==> src/rtl/ama_riscv_mem_arb_pkg.sv <==
// Shared definitions for the unified-memory arbiter.
//   - Port index constants (DMEM, IMEM, loader)
//   - Arbiter state enum
//   - Request payload struct
//   - Lowest-set-bit helper used for fixed-priority picks
package ama_riscv_mem_arb_pkg;

  localparam int unsigned ARB_P_DMEM = 0;
  localparam int unsigned ARB_P_IMEM = 1;
  localparam int unsigned ARB_P_LOAD = 2;

  // Payload address is carried at full word width; the top truncates to AW.
  localparam int unsigned ARB_ADDR_W = 32;

  typedef enum logic {ARB, LOCK} arb_state_t;

  typedef struct packed {
    logic [ARB_ADDR_W-1:0] addr;
    logic [3:0]            we;
    logic [31:0]           wdata;
  } arb_req_t;

  // One-hot of the lowest set bit (lowest index wins).
  function automatic logic [2:0] arb_lowest(input logic [2:0] v);
    return v & (~v + 3'd1);
  endfunction

endpackage

==> src/rtl/ama_riscv_arb_starve_cnt.sv <==
// Per-port starvation counter.
// Counts cycles a request is pending but refused, saturating at STARVE_LIMIT.
// Clears whenever the port is granted or drops its request.
// Ports:
//   clk, rst - clock, synchronous active-high reset
//   req, gnt - request and grant of the watched port
//   starved  - counter has saturated
module ama_riscv_arb_starve_cnt #(
  parameter int unsigned STARVE_LIMIT = 8
) (
  input  logic clk,
  input  logic rst,
  input  logic req,
  input  logic gnt,
  output logic starved
);

  localparam int unsigned CW = $clog2(STARVE_LIMIT + 1);

  logic [CW-1:0] cnt_q, cnt_d;

  always_comb begin
    cnt_d = cnt_q;
    if (!req || gnt) begin
      cnt_d = '0;
    end else if (cnt_q != CW'(STARVE_LIMIT)) begin
      cnt_d = cnt_q + 1'b1;
    end
  end

  always_ff @(posedge clk) begin
    if (rst) begin
      cnt_q <= '0;
    end else begin
      cnt_q <= cnt_d;
    end
  end

  assign starved = (cnt_q == CW'(STARVE_LIMIT));

endmodule

==> src/rtl/ama_riscv_mem_arbiter.sv <==
// Three-way arbiter in front of one single-port synchronous BRAM.
//   P0 = core DMEM, P1 = core IMEM fetch, P2 = loader/debug (UART bootloader).
// Fixed priority P0 > P1 > P2, overridden by per-port starvation guards.
// P2 may lock the memory for a burst of up to BURST_MAX beats.
// Ports:
//   clk, rst                      - clock, synchronous active-high reset
//   pN_req/addr/we/wdata          - requester N payload, held until pN_gnt
//   pN_gnt                        - accepted this cycle
//   pN_rdata/pN_rvalid            - read return, one cycle after a granted read
//   p2_lock                       - loader asks to keep ownership
//   mem_en/addr/we/wdata/rdata    - BRAM side, 1-cycle read latency
// Optional (macro AMA_RISCV_MEM_ARB_PERF_EN):
//   perf_conflict_cnt             - cycles with two or more requests
//   perf_starve_cnt               - cycles with any starve counter saturated
module ama_riscv_mem_arbiter
  import ama_riscv_mem_arb_pkg::*;
#(
  parameter int unsigned AW           = 14,
  parameter int unsigned STARVE_LIMIT = 8,
  parameter int unsigned BURST_MAX    = 16
) (
  input  logic          clk,
  input  logic          rst,
  input  logic          p0_req,
  input  logic [AW-1:0] p0_addr,
  input  logic [3:0]    p0_we,
  input  logic [31:0]   p0_wdata,
  output logic          p0_gnt,
  output logic [31:0]   p0_rdata,
  output logic          p0_rvalid,
  input  logic          p1_req,
  input  logic [AW-1:0] p1_addr,
  input  logic [3:0]    p1_we,
  input  logic [31:0]   p1_wdata,
  output logic          p1_gnt,
  output logic [31:0]   p1_rdata,
  output logic          p1_rvalid,
  input  logic          p2_req,
  input  logic [AW-1:0] p2_addr,
  input  logic [3:0]    p2_we,
  input  logic [31:0]   p2_wdata,
  output logic          p2_gnt,
  output logic [31:0]   p2_rdata,
  output logic          p2_rvalid,
  input  logic          p2_lock,
  output logic          mem_en,
  output logic [AW-1:0] mem_addr,
  output logic [3:0]    mem_we,
  output logic [31:0]   mem_wdata,
  input  logic [31:0]   mem_rdata
`ifdef AMA_RISCV_MEM_ARB_PERF_EN
  ,
  output logic [31:0]   perf_conflict_cnt,
  output logic [31:0]   perf_starve_cnt
`endif
);

  localparam int unsigned BW = $clog2(BURST_MAX + 1);

  logic [2:0] req, gnt, starved, starve_eff, rvalid;
  arb_req_t   pl [3];
  arb_req_t   sel_pl;
  logic [1:0] sel_idx;

  arb_state_t    state_q, state_d;
  logic [BW-1:0] burst_q, burst_d;
  logic          p2_low_q, p2_low_d;
  logic [1:0]    tag_q;
  logic          rd_q;
  logic [31:0]   rdata_q [3];

  assign req = {p2_req, p1_req, p0_req};

  always_comb begin
    pl[ARB_P_DMEM] = '{addr: ARB_ADDR_W'(p0_addr), we: p0_we, wdata: p0_wdata};
    pl[ARB_P_IMEM] = '{addr: ARB_ADDR_W'(p1_addr), we: p1_we, wdata: p1_wdata};
    pl[ARB_P_LOAD] = '{addr: ARB_ADDR_W'(p2_addr), we: p2_we, wdata: p2_wdata};
  end

  ama_riscv_arb_starve_cnt #(.STARVE_LIMIT(STARVE_LIMIT)) u_starve_p0 (
    .clk(clk), .rst(rst), .req(req[0]), .gnt(gnt[0]), .starved(starved[0])
  );
  ama_riscv_arb_starve_cnt #(.STARVE_LIMIT(STARVE_LIMIT)) u_starve_p1 (
    .clk(clk), .rst(rst), .req(req[1]), .gnt(gnt[1]), .starved(starved[1])
  );
  ama_riscv_arb_starve_cnt #(.STARVE_LIMIT(STARVE_LIMIT)) u_starve_p2 (
    .clk(clk), .rst(rst), .req(req[2]), .gnt(gnt[2]), .starved(starved[2])
  );

  // Right after a full-length burst, the loader's starvation claim is ignored for one cycle.
  assign starve_eff = req & starved & {~p2_low_q, 2'b11};

  // State register
  always_ff @(posedge clk) begin
    if (rst) begin
      state_q  <= ARB;
      burst_q  <= '0;
      p2_low_q <= 1'b0;
    end else begin
      state_q  <= state_d;
      burst_q  <= burst_d;
      p2_low_q <= p2_low_d;
    end
  end

  // Next state
  always_comb begin
    state_d  = state_q;
    burst_d  = burst_q;
    p2_low_d = 1'b0;
    unique case (state_q)
      ARB: begin
        if (gnt[ARB_P_LOAD] && p2_lock) begin
          state_d = LOCK;
          burst_d = BW'(1);
        end
      end
      LOCK: begin
        if (!req[ARB_P_LOAD]) begin
          // Loader withdrew: release the memory rather than block the core.
          state_d = ARB;
          burst_d = '0;
        end else if (gnt[ARB_P_LOAD]) begin
          if (!p2_lock) begin
            state_d = ARB;
            burst_d = '0;
          end else if (burst_q == BW'(BURST_MAX - 1)) begin
            state_d  = ARB;
            burst_d  = '0;
            p2_low_d = 1'b1;
          end else begin
            burst_d = burst_q + 1'b1;
          end
        end
      end
      default: state_d = ARB;
    endcase
  end

  // Grant outputs
  always_comb begin
    gnt = '0;
    if (!rst) begin
      unique case (state_q)
        ARB:     gnt = (|starve_eff) ? arb_lowest(starve_eff) : arb_lowest(req);
        LOCK:    gnt[ARB_P_LOAD] = req[ARB_P_LOAD];
        default: gnt = '0;
      endcase
    end
  end

  assign p0_gnt = gnt[ARB_P_DMEM];
  assign p1_gnt = gnt[ARB_P_IMEM];
  assign p2_gnt = gnt[ARB_P_LOAD];

  always_comb begin
    sel_idx = 2'd0;
    sel_pl  = pl[ARB_P_DMEM];
    unique case (gnt)
      3'b010: begin
        sel_idx = 2'd1;
        sel_pl  = pl[ARB_P_IMEM];
      end
      3'b100: begin
        sel_idx = 2'd2;
        sel_pl  = pl[ARB_P_LOAD];
      end
      default: begin
        sel_idx = 2'd0;
        sel_pl  = pl[ARB_P_DMEM];
      end
    endcase
  end

  logic unused_addr_hi;
  assign unused_addr_hi = ^sel_pl.addr[ARB_ADDR_W-1:AW];

  assign mem_en    = |gnt;
  assign mem_addr  = sel_pl.addr[AW-1:0];
  assign mem_we    = mem_en ? sel_pl.we : 4'b0;
  assign mem_wdata = sel_pl.wdata;

  // Return path depends only on the registered owner tag, so grants can change every cycle.
  always_ff @(posedge clk) begin
    if (rst) begin
      tag_q <= 2'd0;
      rd_q  <= 1'b0;
    end else begin
      rd_q <= mem_en && (sel_pl.we == 4'b0);
      if (mem_en) tag_q <= sel_idx;
    end
  end

  always_comb begin
    for (int i = 0; i < 3; i++) begin
      rvalid[i] = rd_q && (tag_q == 2'(i)) && !rst;
    end
  end

  always_ff @(posedge clk) begin
    for (int i = 0; i < 3; i++) begin
      if (rst) begin
        rdata_q[i] <= '0;
      end else if (rvalid[i]) begin
        rdata_q[i] <= mem_rdata;
      end
    end
  end

  assign p0_rvalid = rvalid[ARB_P_DMEM];
  assign p1_rvalid = rvalid[ARB_P_IMEM];
  assign p2_rvalid = rvalid[ARB_P_LOAD];
  assign p0_rdata  = rvalid[ARB_P_DMEM] ? mem_rdata : rdata_q[ARB_P_DMEM];
  assign p1_rdata  = rvalid[ARB_P_IMEM] ? mem_rdata : rdata_q[ARB_P_IMEM];
  assign p2_rdata  = rvalid[ARB_P_LOAD] ? mem_rdata : rdata_q[ARB_P_LOAD];

`ifdef AMA_RISCV_MEM_ARB_PERF_EN
  logic [31:0] conflict_q, starve_cnt_q;

  always_ff @(posedge clk) begin
    if (rst) begin
      conflict_q   <= '0;
      starve_cnt_q <= '0;
    end else begin
      if ((req[0] & req[1]) | (req[0] & req[2]) | (req[1] & req[2])) begin
        conflict_q <= conflict_q + 32'd1;
      end
      if (|starved) starve_cnt_q <= starve_cnt_q + 32'd1;
    end
  end

  assign perf_conflict_cnt = conflict_q;
  assign perf_starve_cnt   = starve_cnt_q;
`endif

endmodule
==> config.mk <==
export PLATFORM = sky130hd
export DESIGN_NAME = ama_riscv_mem_arbiter
export DESIGN_NICKNAME = d
export VERILOG_FILES = /design/src/rtl/ama_riscv_mem_arb_pkg.sv /design/src/rtl/ama_riscv_arb_starve_cnt.sv /design/src/rtl/ama_riscv_mem_arbiter.sv
export SDC_FILE = /design/constraint.sdc
export NUM_CORES = 1
export LEC_CHECK = 0
export ABC_AREA = 1
export ABC_CLOCK_PERIOD_IN_PS = 4100
export BUFFER_PORTS_ARGS = -buffer_cell sky130_fd_sc_hd__clkbuf_2
export CAP_MARGIN = 30
export CELL_PAD_IN_SITES_DETAIL_PLACEMENT = 1
export CELL_PAD_IN_SITES_GLOBAL_PLACEMENT = 1
export CORE_MARGIN = 3
export CORE_UTILIZATION = 32
export CTS_CLUSTER_SIZE = 30
export DETAILED_ROUTE_END_ITERATION = 8
export HOLD_SLACK_MARGIN = 0.08
export MAX_ROUTING_LAYER = met4
export PLACE_DENSITY_LB_ADDON = 0.1
export SETUP_SLACK_MARGIN = 0.3
export SYNTH_ARGS = -nofsm -noshare
export SYNTH_HDL_FRONTEND = slang
export SYNTH_SLANG_ARGS = --single-unit
export TNS_END_PERCENT = 20
==> constraint.sdc <==
create_clock -name clk -period 4.1 [get_ports clk]
set_clock_uncertainty 0.15 [all_clocks]
set_input_delay 1.23 -clock clk [delete_from_list [all_inputs] [get_ports clk]]
set_output_delay 1.23 -clock clk [all_outputs]
set_load 0.01 [all_outputs]
Word-level counts from Yosys, hierarchy flattened
Memory sizes are Yosys's and may differ from the RTL's.
Index checks and enable logic that the tools add are counted.
{ "word_totals": {"wordCells": 103, "output_inout_bits": 153, "regBits": 22, "memories": 1, "ramBits": 96, "latch_bits": 0, "in_bits": 188, "rom_bits": 0} }
{ "mem_list": {"columns": ["memory", "words", "width", "read_ports", "rd_clocked_by_memory_dff", "wr", "line_no", "rtl"], "rows": [
  ["rdata_q", 3, 32, 3, 0, 3, "ama_riscv_mem_arbiter.sv:70", "logic [31:0] rdata_q [3];"]
]} }
{ "classes": {"magnitude_cmp": 0, "n_shift": 0, "n_mux": 37, "multipliers": 0, "eq_ne": 13, "add_sub_neg": 6, "n_reduce_logical": 24, "bitwise": 14, "n_div": 0} }
{ "op_table": {"columns": ["cell", "count"], "rows": [
  ["two-way mux 32 bit", 6],
  ["case mux 50 bit (2 select lines)", 1],
  ["two-way mux 5 bit", 5],
  ["two-way mux 1 bit", 17],
  ["adder 4 x 1 -> 4 bit, second input constant", 3],
  ["AND 3 bit", 4],
  ["equality test 4 bit, second input constant", 3],
  ["!= test 4 bit, second input constant", 3],
  ["case mux 5 bit (2 select lines)", 1],
  ["logical AND 1 bit", 8],
  ["adder 3 x 1 -> 3 bit, second input constant", 2],
  ["two-way mux 3 bit", 2],
  ["NOT 3 bit", 2],
  ["OR reduction 2 bit", 3],
  ["OR reduction 3 bit", 2],
  ["adder 5 x 1 -> 5 bit, second input constant", 1],
  ["equality test 5 x 4 -> 1 bit, second input constant", 1],
  ["NOT 1 bit", 5],
  ["OR reduction 5 bit", 1],
  ["zero test 1 bit", 4],
  ["zero test 4 bit", 1],
  ["two-way mux 4 bit", 1],
  ["case mux 1 bit (2 select lines)", 2],
  ["case mux 2 bit (2 select lines)", 1],
  ["other kinds (11)", 15]
]} }

Longest topological paths before layout
{ "depth": {"ltp_word": 13, "depth_mapped": 13, "depth_no_buf": 13} }

By module
From an unflattened synthesis, not the netlist that was laid out.
{ "hier_totals": {"hier_cells": 880, "hier_area_um2": 6680.2} }
{ "modules_own_cells": {"columns": ["mod", "cells_per_inst", "area_per_inst_um2", "seq_area_each_um2", "n_inst"], "rows": [
  ["ama_riscv_mem_arbiter", 778, 5970.7, 3083.0, 1],
  ["ama_riscv_arb_starve_cnt", 34, 236.5, 80.1, 3]
]} }

Worst setup path after synthesis
Ideal clock, no wire load.
{ "synth_timing": {"path_type": "input -> output", "start": "input port rst", "end": "output port p1_rdata[0]", "setup_slack_ns": 0.325, "t_arrival_ns": 2.395, "stages": 6, "required_ns": 2.720, "n_path_buf": 3, "path_cell_list": "buf_4 nor2_1 inv_1 clkbuf_1 buf_2 o21ai_0"} }
{ "synth_via": {"elab_chain_len": 3} }
{ "synth_rtl": {"columns": ["element", "line_no", "rtl"], "rows": [
  ["start: declaration", "ama_riscv_mem_arbiter.sv:23", "input logic rst,"],
  ["zero test 1 bit", "ama_riscv_mem_arbiter.sv:196", "rvalid[i] = rd_q && (tag_q == 2'(i)) && !rst;"],
  ["logical AND 1 bit", "ama_riscv_mem_arbiter.sv:196", null],
  ["net p1_rvalid", "ama_riscv_mem_arbiter.sv:37", "output logic p1_rvalid,"],
  ["two-way mux 32 bit", "ama_riscv_mem_arbiter.sv:214", "assign p1_rdata = rvalid[ARB_P_IMEM] ? mem_rdata : rdata_q[ARB_P_IMEM];"],
  ["end: declaration", "ama_riscv_mem_arbiter.sv:36", "output logic [31:0] p1_rdata,"]
]} }
The timed path passes the listed nets, and every way through them passes these cells.

Worst setup path in the final report
{ "layout_timing": {"start": "input port p0_req", "end": "output port mem_we[1]"} }
{ "layout_via": {"elab_chain_len": 11, "word_cells_on_any_way": 18, "classes_between": "add/sub (2); eq/ne (2); mux (6); bitwise (6); reduce/logical (2)"} }
{ "layout_rtl": {"columns": ["element", "line_no", "rtl"], "rows": [
  ["start: declaration", "ama_riscv_mem_arbiter.sv:24", "input logic p0_req,"],
  ["AND 3 bit (2 in series)", "ama_riscv_mem_arbiter.sv:91", "assign starve_eff = req & starved & {~p2_low_q, 2'b11};"],
  ["NOT 3 bit", "ama_riscv_mem_arb_pkg.sv:25", "return v & (~v + 3'd1);"],
  ["adder 3 x 1 -> 3 bit", "ama_riscv_mem_arb_pkg.sv:25", null],
  ["AND 3 bit", "ama_riscv_mem_arb_pkg.sv:25", null],
  ["two-way mux 3 bit (*)", "ama_riscv_mem_arbiter.sv:145", "ARB: gnt = (|starve_eff) ? arb_lowest(starve_eff) : arb_lowest(req);"],
  ["case mux 1 bit (2 select lines) or two-way mux 2 bit (tied branches)", "ama_riscv_mem_arbiter.sv:144", "unique case (state_q)"],
  ["two-way mux 3 bit (*)", "ama_riscv_mem_arbiter.sv:143", "if (!rst) begin"],
  ["equality test 3 bit or equality test 3 x 2 -> 1 bit (tied branches)", "ama_riscv_mem_arbiter.sv:159", "unique case (gnt)"],
  ["case mux 50 bit (2 select lines)", "ama_riscv_mem_arbiter.sv:159", null],
  ["two-way mux 4 bit (*)", "ama_riscv_mem_arbiter.sv:180", "assign mem_we = mem_en ? sel_pl.we : 4'b0;"],
  ["end: declaration", "ama_riscv_mem_arbiter.sv:48", "output logic [3:0] mem_we,"]
]} }
Every way passes the cells marked *; elsewhere a longest branch is shown, timed or not.

==> results.cfg <==
[floorplan]
die_h_um = 150
rows = 52
die_w_um = 150
die_area_um2 = 22600
pin_count = 341
core_area_um2 = 20400
start_util_pct = 32.7

[cts]
cts_made_buffers = 17
clk_pin_slew_ns = 0.05
root_buffer = clkbuf_16
htreeDepth = 4
clk_path_buf_depth = 2
clock_sinks = 118
clk_latency_ns = 0.42
cts_tree = done
ctsHoldBuffers = 0

[yosys]
synthFlopType = edfxtp_1
synth_most_common_cell = nand2_1
synth_cells = 851
syn_avg_cell_area_um2 = 7.83
synth_warnings = 0
synth_area_um2 = 6670
netlist.area_leader.share_pct = 43.2
synth_edf_count = 96
yosys.area.top_type = edfxtp_1
async_reset_ff_share_pct = 0
synth.distinct_cells = 30
yosys-top-cells-area = edfxtp_1 43%, nand2_1 13%, nand3_1 8.1%
synth_nets = 1046
yosys-top-cells-count = 226 x nand2_1, 123 x nor2_1, 108 x nand3_1
yosys_register_bits = 118
seq_area_frac_synth_pct = 49.8

[power]
p_leak_nw = 4.90
ir_drop_mv = 0.175
cellPowerDensity_nw_per_um2 = 330

[timing]
slew_headroom_pct = 66.9
tightest_slew_ns = 0.496
fin_crit_sh_pct = 96.9
fmax_mhz = 252
period_needed_ns = 3.97
rsz0062_at_grt = yes
setup_viol = 0
final_max_slew_viol_count = 0
final-hold-violation-count = 0

[critical_path]
cp_cell_sequence = clkbuf_16 -> nand4_1 -> nand4_1 -> nand2_4 -> buf_12 -> nand2_8 -> nor2_1 -> nor2_1 -> nor2_1 -> clkbuf_2
crit_path_max_incr_delay_ns = 0.26
crit_path_top_delay_cell = nand4_1
worst_setup_path_end_kind = output port
cp.arrival_ns = 2.59
crit_buf_inv = 3
cp_top_family = simple AND/OR/NAND/NOR gates
critical_path_class = primary input to output port
cp_max_fo = 5
start_kind = primary input
cp_common_cell = nor2_1
cp.required_ns = 2.72

[grt]
gr-total-overflow = 0
antenna_found_initial = 3
track_usage_pct = 22.4
grt_pass1_wl_mm = 38.2
grt_max_degree = 58
grt_pass1_vias = 7460

[route]
viasPerCell = 4.83
antenna_left = 0
wirelength_mm = 25.3
drtIter0Drc = 228
dr.pass1.iters = 4
routedWlPerCell_um = 16.9
drc = 0
via_count = 7228

[place]
dpl_cell_area_um2 = 8790
gp_congestion = 0.869
port_buffers = 340
placed_cells = 1437
dpl.hpwl_mm = 18.3

[finish]
fin_cells = 1498
multiInputGateArea_um2 = 2940
fill_cells = 2579
register_area_um2 = 3320
stdcell_area_um2 = 9900
layout-drive-gt1-share_pct = 38.3
fin_util_pct = 48.6
nets = 1407
area_growth_pct = 48.5

[run_status]
status = finished clean

[worst_hold_path]
hold_path.class = register to register

[run]
maxCapViolCount = 0
==> what timing repair did <==
action / CTS / global route
cloned: 1 / 3
resized for setup: 40 / 41
pin swaps: 13 / 5
endpoints found under the setup margin: 120 / 143
setup buffers: 20 / 2
==> worst paths after layout <==
path | start | to | slack [ns] | depth (start not counted)
setup / recovery | p0_req | mem_we[1] | 0.13 | 10
hold / removal | burst_q[4] | burst_q[4] | 0.30 | 2
setup reg to reg | u_starve_p0.cnt_q[0] | u_starve_p1.cnt_q[2] | 1.81 | 9
hold reg to reg | burst_q[4] | burst_q[4] | 0.30 | 2
==> cells by family after synthesis <==
logic type / share of synthesized area (%)
AND/OR/NAND/NOR: 30.9
flip-flops: 49.8
buffers and inverters: 8.00
XOR/XNOR: 0.657
AO/OA/AOI/OAI: 9.27
adder cells (fa/ha/maj): 1.31
==> routing by layer <==
metal	track usage [%]	share of wire [%]	vias up
met5	-	0	-
met2	37.8	52	243
li1	-	-	3552
met4	11.1	3.5	0
met3	5.30	5.9	49
met1	25.0	39	3384
==> cell type report <==
class,count,share of cell area (%)
Multi-Input combinational cell,617,29.7
Tap cell,270,3.41
Clock buffer,18,4.34
Inverter,64,2.64
Timing Repair Buffer,394,25.1
Antenna cell,5,0.126
Sequential cell,118,33.6
Clock inverter,12,1.15
==> registers in the layout (all words and copies together) (netlist names) <==
register and count:
u_starve_p0.cnt_q 4, burst_q 5, rd_q 1, rdata_q 96, tag_q 2, p2_low_q 1, state_q 1, u_starve_p2.cnt_q 4
u_starve_p1.cnt_q 4
==> cell usage in the layout (no fill, tap or decap), types with 5 or more instances in the layout <==
cell	count
nand2_1	219
nor2_2	7
buf_12	15
edfxtp_1	96
clkbuf_2	316
inv_2	8
nand3_2	8
a21oi_1	14
buf_4	25
nor2_4	6
nor3_1	5
diode_2	5
nand2_2	8
nand4_1	8
buf_6	9
clkbuf_16	22
inv_1	52
buf_2	19
dfxtp_1	22
nand3_1	104
o21ai_0	98
ha_1	7
nor2_1	115
==> through the flow <==
stage	setup WS, ns	hold WS (ns)	total power, W	TNS [ns]
after CTS	0.185	0.301	0.00329	0
after global routing	0.0306	0.328	0.00343	0
after detailed placement	-0.0949	0.294	0.00186	-1.49
after floorplan	0.325	0.272	0.00161	0
after global placement	-0.0461	0.285	0.00186	-0.116
final	0.126	0.296	0.00327	0
==> power breakdown <==
group / leakage, nW / internal, W / switching (W) / total [W]
logic: 3.47 / 0.000235 / 0.000298 / 0.000533
registers: 1.17 / 0.00134 / 0.0000166 / 0.00135
clock network: 0.260 / 0.000872 / 0.000509 / 0.00138
==> worst register-to-register path, stage by stage, from the launching register on <==
cell     delay (ns)
dfxtp_1        0.39
inv_1          0.08
ha_1           0.24
nand4_1        0.20
nand4_1        0.26
nand2_4        0.18
buf_4          0.13
buf_6          0.15
nand3_1        0.21
nor3_1         0.22
(Power assumes the default switching activity.)
